[config.mk]
export PLATFORM = sky130hd
export DESIGN_NAME = hall_supervisor
export DESIGN_NICKNAME = d
export VERILOG_FILES = /design/src/rtl/hall_supervisor.sv
export SDC_FILE = /design/constraint.sdc
export NUM_CORES = 1
export LEC_CHECK = 0
export BUFFER_PORTS_ARGS = -buffer_cell sky130_fd_sc_hd__clkbuf_2
export CAP_MARGIN = 20
export CORE_AREA = 2 2 140 142
export DETAILED_ROUTE_END_ITERATION = 10
export DIE_AREA = 0 0 142 144
export HOLD_SLACK_MARGIN = 0.06
export PLACE_DENSITY = 0.43
export SLEW_MARGIN = 10
export SYNTH_ARGS = -nofsm -noshare
export SYNTH_HDL_FRONTEND = slang
export SYNTH_SLANG_ARGS = --single-unit
[constraint.sdc]
create_clock -name I_clk -period 3.4 [get_ports I_clk]
set_input_delay 0.51 -clock I_clk [delete_from_list [all_inputs] [get_ports I_clk]]
set_output_delay 0.51 -clock I_clk [all_outputs]
set_load 0.01 [all_outputs]
[src/rtl/hall_supervisor.sv]
// hall_supervisor: sequences a hall-sensor front end through reset, settle
// and run phases, measures commutation period and direction, and retries
// a bounded number of times on sensor faults before latching a fault.
//
// state      | meaning
// -----------+----------------------------------------------------------
// IDLE       | sensor held in reset, waiting for enable
// RESET_HOLD | sensor reset asserted for RST_CYC cycles
// SETTLE     | sensor released, status ignored for SETTLE_CYC cycles
// RUN        | step tracking, period measurement, fault detection
// FAULT      | retries exhausted; sensor held in reset until clear/disable
module hall_supervisor #(
  parameter int CNT_W      = 24,
  parameter int RST_CYC    = 16,
  parameter int SETTLE_CYC = 1024,
  parameter int RETRY_MAX  = 3
) (
  input  logic             I_clk,
  input  logic             I_rst_n,
  input  logic             I_enable,
  input  logic             I_clear,
  input  logic [CNT_W-1:0] I_timeout,
  input  logic [2:0]       I_hall_step,
  input  logic             I_hall_error,
  input  logic             I_hall_lost,
  output logic             O_hall_rst,
  output logic [2:0]       O_state,
  output logic             O_step_evt,
  output logic [CNT_W-1:0] O_period,
  output logic             O_valid,
  output logic             O_dir,
  output logic             O_fault,
  output logic [1:0]       O_fault_code,
  output logic [1:0]       O_retry_cnt
);

  typedef enum logic [2:0] {
    ST_IDLE       = 3'd0,
    ST_RESET_HOLD = 3'd1,
    ST_SETTLE     = 3'd2,
    ST_RUN        = 3'd3,
    ST_FAULT      = 3'd4
  } state_t;

  // Timer reload values: the down-counter runs load..0, so a phase lasts load+1 cycles.
  localparam logic [CNT_W-1:0] RST_LOAD    = CNT_W'(RST_CYC - 1);
  localparam logic [CNT_W-1:0] SETTLE_LOAD = CNT_W'(SETTLE_CYC - 1);
  localparam logic [1:0]       RETRY_LIM   = 2'(RETRY_MAX);

  localparam logic [1:0] CODE_LOST  = 2'b01;
  localparam logic [1:0] CODE_ERROR = 2'b10;
  localparam logic [1:0] CODE_SEQ   = 2'b11;

  state_t           state;
  logic [CNT_W-1:0] tmr_cnt;
  logic [CNT_W-1:0] period_cnt;
  logic [2:0]       ref_step;
  logic             evt_seen;

  logic [2:0]       step_fwd;
  logic [2:0]       step_bwd;
  logic             step_illegal;
  logic             step_changed;
  logic             legal_fwd;
  logic             legal_bwd;
  logic             seq_err;
  logic             run_fault;
  logic [1:0]       fault_code_nxt;
  logic             stall;
  logic [CNT_W-1:0] period_inc;
  logic             retry_left;

  assign O_state = state;

  // Step-change classification, stall detection and fault priority for RUN.
  always_comb begin
    step_fwd       = (ref_step == 3'd5) ? 3'd0 : ref_step + 3'd1;
    step_bwd       = (ref_step == 3'd0) ? 3'd5 : ref_step - 3'd1;
    step_illegal   = (I_hall_step > 3'd5);
    step_changed   = (I_hall_step != ref_step);
    legal_fwd      = !step_illegal && (I_hall_step == step_fwd);
    legal_bwd      = !step_illegal && (I_hall_step == step_bwd);
    // An illegal code is a sequence fault even if it equals the reference.
    seq_err        = step_illegal || (step_changed && !legal_fwd && !legal_bwd);
    run_fault      = I_hall_lost || I_hall_error || seq_err;
    fault_code_nxt = CODE_SEQ;
    if (I_hall_lost) begin
      fault_code_nxt = CODE_LOST;
    end else if (I_hall_error) begin
      fault_code_nxt = CODE_ERROR;
    end
    // Timeout is compared live so a new threshold applies immediately.
    stall          = (I_timeout != '0) && (period_cnt >= I_timeout);
    period_inc     = (period_cnt == '1) ? period_cnt : period_cnt + CNT_W'(1);
    retry_left     = (O_retry_cnt < RETRY_LIM);
  end

  // Supervisor FSM with registered outputs, timer and period counter.
  always_ff @(posedge I_clk or negedge I_rst_n) begin
    if (!I_rst_n) begin
      state        <= ST_IDLE;
      tmr_cnt      <= '0;
      period_cnt   <= '0;
      ref_step     <= '0;
      evt_seen     <= 1'b0;
      O_hall_rst   <= 1'b1;
      O_step_evt   <= 1'b0;
      O_period     <= '0;
      O_valid      <= 1'b0;
      O_dir        <= 1'b0;
      O_fault      <= 1'b0;
      O_fault_code <= '0;
      O_retry_cnt  <= '0;
    end else begin
      O_step_evt <= 1'b0;
      if (!I_enable) begin
        // Disable overrides everything; leaving FAULT also drops the fault record.
        state      <= ST_IDLE;
        tmr_cnt    <= '0;
        period_cnt <= '0;
        evt_seen   <= 1'b0;
        O_hall_rst <= 1'b1;
        O_valid    <= 1'b0;
        if (state == ST_FAULT) begin
          O_fault      <= 1'b0;
          O_fault_code <= '0;
          O_retry_cnt  <= '0;
        end
      end else begin
        // Outside FAULT a clear only forgets earlier retries; a fault in the
        // same RUN cycle below still takes effect.
        if (I_clear && (state != ST_FAULT)) begin
          O_retry_cnt <= '0;
        end
        case (state)
          ST_IDLE: begin
            state      <= ST_RESET_HOLD;
            tmr_cnt    <= RST_LOAD;
            O_hall_rst <= 1'b1;
          end
          ST_RESET_HOLD: begin
            if (tmr_cnt == '0) begin
              state      <= ST_SETTLE;
              tmr_cnt    <= SETTLE_LOAD;
              O_hall_rst <= 1'b0;
            end else begin
              tmr_cnt <= tmr_cnt - CNT_W'(1);
            end
          end
          ST_SETTLE: begin
            if (tmr_cnt == '0) begin
              state      <= ST_RUN;
              ref_step   <= I_hall_step;
              period_cnt <= CNT_W'(1);
              evt_seen   <= 1'b0;
              O_valid    <= 1'b0;
            end else begin
              tmr_cnt <= tmr_cnt - CNT_W'(1);
            end
          end
          ST_RUN: begin
            if (run_fault) begin
              O_valid  <= 1'b0;
              evt_seen <= 1'b0;
              if (retry_left) begin
                O_retry_cnt <= O_retry_cnt + 2'd1;
                state       <= ST_RESET_HOLD;
                tmr_cnt     <= RST_LOAD;
                O_hall_rst  <= 1'b1;
              end else begin
                state        <= ST_FAULT;
                O_fault      <= 1'b1;
                O_fault_code <= fault_code_nxt;
                O_hall_rst   <= 1'b1;
              end
            end else if (step_changed) begin
              // Only legal neighbours reach here; the period needs two events to be valid.
              O_step_evt <= 1'b1;
              O_dir      <= legal_fwd;
              ref_step   <= I_hall_step;
              O_period   <= period_cnt;
              period_cnt <= CNT_W'(1);
              O_valid    <= evt_seen;
              evt_seen   <= 1'b1;
            end else if (stall) begin
              O_valid    <= 1'b0;
              O_period   <= '1;
              evt_seen   <= 1'b0;
              period_cnt <= period_inc;
            end else begin
              period_cnt <= period_inc;
            end
          end
          ST_FAULT: begin
            O_hall_rst <= 1'b1;
            if (I_clear) begin
              state        <= ST_IDLE;
              O_fault      <= 1'b0;
              O_fault_code <= '0;
              O_retry_cnt  <= '0;
            end
          end
          default: begin
            state      <= ST_IDLE;
            O_hall_rst <= 1'b1;
          end
        endcase
      end
    end
  end

endmodule

# Word level (Yosys, flattened, before mapping)
# Index checks and enable logic that the tools add are counted.
[op_classes]
addsub = 5
magnitude_cmp = 3
eq_ne = 26
mux = 64
bitwise_logic = 1
reduce_logical = 29
[ops]
columns = ["op", "n"]
rows = [
  ["$mux W24", 12],
  ["$pmux W24 S4", 1],
  ["$pmux W24 S2", 1],
  ["$mux W3", 11],
  ["$ne A3 B3 Y1 const B", 9],
  ["$add A24 B1 Y24 const B", 1],
  ["$eq A24 B24 Y1 const B", 1],
  ["$ge A24 B24 Y1", 1],
  ["$logic_not A24 Y1", 1],
  ["$reduce_bool A24 Y1", 1],
  ["$sub A24 B1 Y24 const B", 1],
  ["$mux W2", 11],
  ["$mux W1", 20],
  ["$reduce_and A4 Y1", 5],
  ["$pmux W3 S5", 1],
  ["$reduce_and A5 Y1", 2],
  ["$ne A2 B2 Y1 const B", 4],
  ["$pmux W2 S2", 2],
  ["$reduce_bool A2 Y1", 4],
  ["$eq A3 B2 Y1 const B", 2],
  ["$eq A3 B3 Y1", 2],
  ["$eq A3 B3 Y1 const B", 2],
  ["$logic_and A1 B1 Y1", 6],
  ["$logic_not A3 Y1", 2],
  ["other kinds (18)", 25],
]
[word_totals]
regBits = 88
in_bits = 33
out_inout_bits = 36
wordCells = 141

# Longest topological paths before layout
# Gate-level depths: netlist of run 1.
[depth]
ltp_word = 12
mapped_depth = 9
mapped_depth_nobuf = 8

# Worst setup path after synthesis of run 1
# No wires, ideal clock.
[synth_timing]
kind = "input to register"
from = "input I_timeout[0]"
to = "register O_period[0]"
setup_ps = 121
t_arrival_ps = 2478
required_ps = 3279
slack_ps = 800
path_stages = 8
n_path_buf = 1
path_cell_list = "ha_1 -> nand2b_1 -> a2111o_1 -> a311o_1 -> o311ai_1 -> a21oi_1 -> buf_2 -> o22a_1"
[synth_via]
elab_chain_len = 4
word_cells_on_any_way = 5
cone_classes = "order compare: 1; reduce/logical: 4"
[synth_lines]
columns = ["item", "line_no", "text"]
rows = [
  ["from (decl)", "22", "input logic [CNT_W-1:0] I_timeout,"],
  ["$ge A24 B24 Y1 / $reduce_bool A24 Y1 (equally long branches)", "93", "stall = (I_timeout != '0) && (period_cnt >= I_timeout);"],
  ["$logic_and A1 B1 Y1 (*)", "93", ""],
  ["$reduce_bool A2 Y1 (no source line) (*)", "-", ""],
  ["$reduce_and A4 Y1 (no source line) (*)", "-", ""],
  ["to (signal assigned)", "181", "O_period <= period_cnt;"],
  ["to (decl)", "29", "output logic [CNT_W-1:0] O_period,"],
]
# Mark *: on every way between the ends. The rest lies on a longest branch, timed or not.
# A chain may end at the register's enable or synchronous reset.

# Worst setup path in the final report of run 1
[layout_timing]
from = "register tmr_cnt[19]"
to = "register period_cnt[0]"
[layout_via]
elab_chain_len = 3
[layout_lines]
columns = ["item", "line_no", "text"]
rows = [
  ["from (decl)", "55", "logic [CNT_W-1:0] tmr_cnt;"],
  ["from (signal assigned)", "147", "tmr_cnt <= tmr_cnt - CNT_W'(1);"],
  ["from (signal assigned)", "158", "tmr_cnt <= tmr_cnt - CNT_W'(1);"],
  ["$logic_not A24 Y1", "151", "if (tmr_cnt == '0) begin"],
  ["$ne A3 B3 Y1 (no source line)", "-", ""],
  ["$reduce_and A4 Y1 (no source line)", "-", ""],
  ["to (signal assigned)", "189", "period_cnt <= period_inc;"],
  ["to (signal assigned)", "191", "period_cnt <= period_inc;"],
  ["to (decl)", "56", "logic [CNT_W-1:0] period_cnt;"],
]
# Every way passes these cells.

==> flow_summary.toml, run 1 <==
[timing]
fin_ws_ps = 246
rsz0062_at_grt = "no"
fin_setup_tns_ps = 0
period_share_pct = 92.8
tightest_slew_ps = 1170
drv_slew = 0
fmax_mhz = 317
hold_viol_final = 0
final-setup-viol-count = 0
hold_ws_ps = 89.5
finClkSkew_ps = 12.1
period_needed_ps = 3150
slew_headroom_pct = 21.8

[cells_and_area]
antenna_cells = 0
fin_nets = 748
syn2layout_area_growth_pct = 18.1
drive_above_1_share_pct = 19.1

[synth]
syn_avg_cell_area_um2 = 9.07
synth_nets = 674
synthArstFlopShare_pct = 100
yosys-top-cells-area = "dfrtp_1 39%, ha_1 6.3%, a31oi_1 4.3%"
synth.ff_latch_count = 88
yosysMostFrequentCell = "dfrtp_1"
ys_top_cells_by_count = "87 x dfrtp_1, 47 x nand2_1, 43 x inv_1"
yosysTopAreaCellShare_pct = 39.2
synth.largest_area_cell = "dfrtp_1"
synth_top_flop_cell = "dfrtp_1"
synthesis.area_mm2 = 0.00556
ys_types = 71
ys_warn_count = 0
synth.yosys.seq_area_share_pct = 39.6
syn-instance-count = 613
synth_edf_count = 0

[critical_path]
cpMostUsedCell = "or4_4"
required_ps = 3630
slowest_delay_ps = 900
cp.arrival_ps = 3390
critPathCaptureType = "register"
path_class = "reg2reg"
path_delay_family = "simple AND/OR/NAND/NOR gates"
path_max_fanout = 24
crit_buf_inv = 0
slowest_stage = "a221oi_4"
path_cells = "or4_4, or4_4, nor3_2, o21ai_1, a221oi_4, mux2_1"
cp-start-kind = "register"

[clocking]
insertion_delay_ps = 350
clock_path_buffers = 2
cts_buffers = 9
path_clk_slew_ps = 70
root_buffer = "clkbuf_16"
post-cts-setup-buffers = 0
post_cts_resized = 0
hold_buffers = 0
htreeDepth = 3
tritoncts = "yes"
cts_num_sinks = 88

[global_routing]
grt_max_degree = 77
antenna_found_initial = 0
grt_pass1_vias = 4920
track_usage_pct = 16.7
grt_pass1_wl_um = 26800
overflow = 0

[floorplanning]
ios = 69
core_mm2 = 0.0191
dieArea_mm2 = 0.0204
die_h_um = 144
rows = 51
die_w_um = 142
start_util_pct = 29.1

[routing]
via_count = 5023
viasPerCell = 5.41
drt-initial-drc-count = 347
drtAntennaViolNets = 0
drc = 0
routedWlPerCell_um = 17.9
wl_um = 16600
detail_route.first_pass.iterations = 6

[run_status]
status = "completed"

[place]
gp_congestion = 0.789
pre_cts_ws_ps = 146
port-buffer-count = 68
place_hpwl_um = 11800

[hold_path]
hold_path.class = "in2async"

[power]
power.leakage_nw = 3.07
power_density_mw_per_mm2 = 445
vdd_ir_drop_max_v = 0.000245

[flow_run]
maxCapViolations = 0
path summary, 6_finish.rpt:
kind / from / endpoint / slack [ps] / depth (start not counted)
min in group I_clk: I_hall_lost / O_fault_code[1] / 410 / 2
worst max register to register: tmr_cnt[19] / period_cnt[0] / 250 / 6
worst min-delay path: I_rst_n / O_period[11] / 90 / 1
worst min register to register: O_period[20] / O_period[20] / 490 / 1
max in group asynchronous: I_rst_n / O_hall_rst / 2640 / 2
worst max-delay path: tmr_cnt[19] / period_cnt[0] / 250 / 6
worst register-to-register path, stage by stage, from the launching register on:
cell and delay, ps:
dfrtp_1 390, or4_4 560, or4_4 450, nor3_2 170
o21ai_1 180, a221oi_4 900, mux2_1 390
registers in the layout, indices dropped and copies added (netlist names):
register,count
evt_seen,1
O_fault,1
O_retry_cnt,2
O_dir,1
O_step_evt,1
tmr_cnt,24
O_valid,1
O_state,3
ref_step,3
period_cnt,24
O_hall_rst,1
O_period,24
O_fault_code,2
layout make-up:
| type | count | area (um2) |
|---|---|---|
| inverters | 43 | 161 |
| well taps | 238 | 298 |
| flip-flops and latches | 88 | 2200 |
| fillers | 1938 | 12500 |
| repair buffers | 91 | 536 |
| clock inverters | 2 | 38.8 |
| multi-input cells | 454 | 3070 |
| clock buffers | 13 | 260 |
placed cells by master (no fill, tap or decap), types with 11 or more instances in the layout:
cell type	count
nor4_1	12
nand3_1	22
o31ai_1	11
clkbuf_2	67
nand2_1	47
o21ai_0	34
nor2_1	31
ha_1	28
a21oi_2	12
nor2b_1	11
a21oi_1	28
inv_1	43
nor3_1	17
or3_1	17
buf_4	23
dfrtp_1	87
a31oi_1	38
o22a_1	24
through the flow:
stage | util, % | total power [mW] | instances | area (um2)
3_5_place_dp | 32.7 | 1.91 | 913 | 6240
6_report | 34.4 | 2.92 | 929 | 6570
2_1_floorplan | - | 1.68 | 613 | 5560
4_1_cts | 34.3 | 2.96 | 928 | 6540
5_1_grt | 34.4 | 3.10 | 929 | 6570
3_3_place_gp | 32.7 | 1.89 | 913 | 6240
cells by family after synthesis:
logic type / Yosys count / synth area share (%)
AO/OA/AOI/OAI: 202 / 25.5
XOR/XNOR: 4 / 0.630
adder cells (fa/ha/maj): 28 / 6.30
buffers and inverters: 71 / 5.29
flip-flops: 88 / 39.6
multiplexers: 10 / 1.94
AND/OR/NAND/NOR: 210 / 20.8
metal layers:
layer / vias up / routed length (um) / global-route usage, %
li1: 2469 / - / -
met1: 2468 / 8060 / 22.8
met2: 76 / 7910 / 27.3
met3: 10 / 506 / 2.78
met4: 0 / 159 / 4.68
met5: - / 0 / 0
power by group:
part,internal [mW],switching [mW]
Sequential,1.12,0.0925
Combinational,0.278,0.394
Clock,0.609,0.424
Total,2.01,0.910
Note: power is estimated with default switching activity, not from simulation.
==> run 2: changes to the inputs <==
==> constraint.sdc (replaced) <==
create_clock -name I_clk -period 3.4 [get_ports I_clk]
set_input_delay 0.34 -clock I_clk [delete_from_list [all_inputs] [get_ports I_clk]]
set_output_delay 0.34 -clock I_clk [all_outputs]
set_load 0.01 [all_outputs]
==> run 2 against run 1 <==
  * Clock-buffer cell count decreased by 4
  * Register-to-register slack gained 170 ps
  * Sequential share of layout area about the same
  * Non-clock buffer count decreased by 2
  * Largest cell class unchanged
==> flow_summary.toml, run 2 (same netlist as run 1, synthesis figures left out) <==
[run_status]
status = "completed"

[cells_and_area]
drive_above_1_share_pct = 19.1
syn2layout_area_growth_pct = 18.2
reg_top3 = "O_period x24, period_cnt x24, tmr_cnt x24"
antenna_cells = 0
final_cell_mix = "87 x dfrtp_1, 67 x clkbuf_2, 47 x nand2_1"
final_util_pct = 34.5
layout_commonest_cell = "dfrtp_1"
fin_nets = 746

[critical_path]
worstReg2RegEnd = "O_period[2]"
crit_end = "O_period[2]"
rr_startpoint = "period_cnt[0]"
path_class = "reg2reg"
path_cells = "inv_1, ha_1, nand2b_1, a2111o_1, a311o_1, o311ai_1, a21oi_2, buf_4, o22a_1"
slowest_delay_ps = 580
r2r_cells = 9
path_max_fanout = 22
cp-start-kind = "register"
path_delay_family = "compound AO/OA/AOI/OAI gates"
critPathCaptureType = "register"
crit_start = "period_cnt[0]"
cp.arrival_ps = 3220
crit_cells = 9
rrSetupSlack_ps = 420
required_ps = 3630
slowest_stage = "o311ai_1"
crit_buf_inv = 2

[routing]
detail_route.first_pass.iterations = 5
via_count = 5095
drtAntennaViolNets = 0
wl_um = 16800
routedWlPerCell_um = 18.1
drt-initial-drc-count = 329
drc = 0
viasPerCell = 5.49

[floorplanning]
die_w_um = 142
ios = 69
rows = 51
dieArea_mm2 = 0.0204
core_mm2 = 0.0191
die_h_um = 144
start_util_pct = 29.1

[power]
power_density_mw_per_mm2 = 455
vdd_ir_drop_max_v = 0.000217
power.leakage_nw = 3.07

[timing]
hold_viol_final = 0
hold_ws_ps = 230
fin_setup_tns_ps = 0
period_needed_ps = 2980
final-setup-viol-count = 0
period_share_pct = 87.8
fin_ws_ps = 415
finClkSkew_ps = 12.6
drv_slew = 0
slew_headroom_pct = 44.8
tightest_slew_ps = 822
rsz0062_at_grt = "no"
fmax_mhz = 335

[clocking]
htreeDepth = 3
clock_path_buffers = 2
insertion_delay_ps = 350
post_cts_resized = 0
tritoncts = "yes"
path_clk_slew_ps = 70
cts_buffers = 9
root_buffer = "clkbuf_16"
cts_num_sinks = 88

[global_routing]
overflow = 0
grt_pass1_wl_um = 27300
track_usage_pct = 16.9
grt_pass1_vias = 4986
antenna_found_initial = 0
grt_max_degree = 89

[place]
port-buffer-count = 68
place_hpwl_um = 11900
pre_cts_ws_ps = 504
gp_congestion = 0.740

[hold_path]
hold_path.class = "in2reg"

[flow_run]
maxCapViolations = 0
==> run 2: changes by cell type in the layout (fill, tap and decap cells not counted), moves of 2 or more <==
cell      delta
clkbuf_8     -2
buf_4        -3
inv_6        +4
clkbuf_1     -2
==> run 2: routing by layer <==
layer / vias to the layer above / global-route usage [%] / part of all wire, %
met4: 0 / 5.63 / 1.7
met1: 2497 / 23.2 / 48
met3: 20 / 2.45 / 3.6
li1: 2466 / - / -
met2: 112 / 27.6 / 47
met5: - / 0 / 0
==> run 2: worst reg2reg max path, stage by stage (launching register included) <==
cell and delay [ps]:
dfrtp_1 410, inv_1 110, ha_1 270, nand2b_1 140, a2111o_1 410, a311o_1 310
o311ai_1 580, a21oi_2 150, buf_4 270, o22a_1 220
==> run 2: worst min-delay path by stage <==
stage                                 end  depth (start not counted)   startpoint
final                     O_fault_code[1]                          2  I_hall_lost
after global routing      O_fault_code[1]                          2  I_hall_lost
after CTS                 O_fault_code[1]                          2  I_hall_lost
after detailed placement     O_period[13]                          2      I_rst_n
after global placement       O_period[11]                          2      I_rst_n
after floorplan                     O_dir                          0      I_rst_n
==> run 2: area by class of cell <==
class                   instances  area, um2
clock inverters                 7        100
flip-flops and latches         88       2200
multi-input cells             454       3070
clock buffers                   9        225
well taps                     238        298
repair buffers                 89        515
inverters                      43        161
fillers                      1964      12500
==> run 2: stage by stage <==
step                      area, um2  cells  power [mW]
after floorplan                5560    613        1.68
after global placement         6240    911        1.88
after detailed placement       6240    911        1.89
after CTS                      6570    928        3.03
after global routing           6570    928        3.18
final                          6570    928        2.99
==> run 2: power by group <==
part           switching [mW]  total, mW  internal (mW)
Combinational           0.391      0.655          0.265
Clock                   0.466       1.12          0.654
Sequential             0.0927       1.22           1.12
Total                   0.949       2.99           2.04
==> run 2: repair_timing <==
| item | in CTS | in global routing |
|---|---|---|
| hold endpoints to repair | 17 | 0 |
| hold buffers | 1 | 0 |
| setup buffers | 0 | 0 |
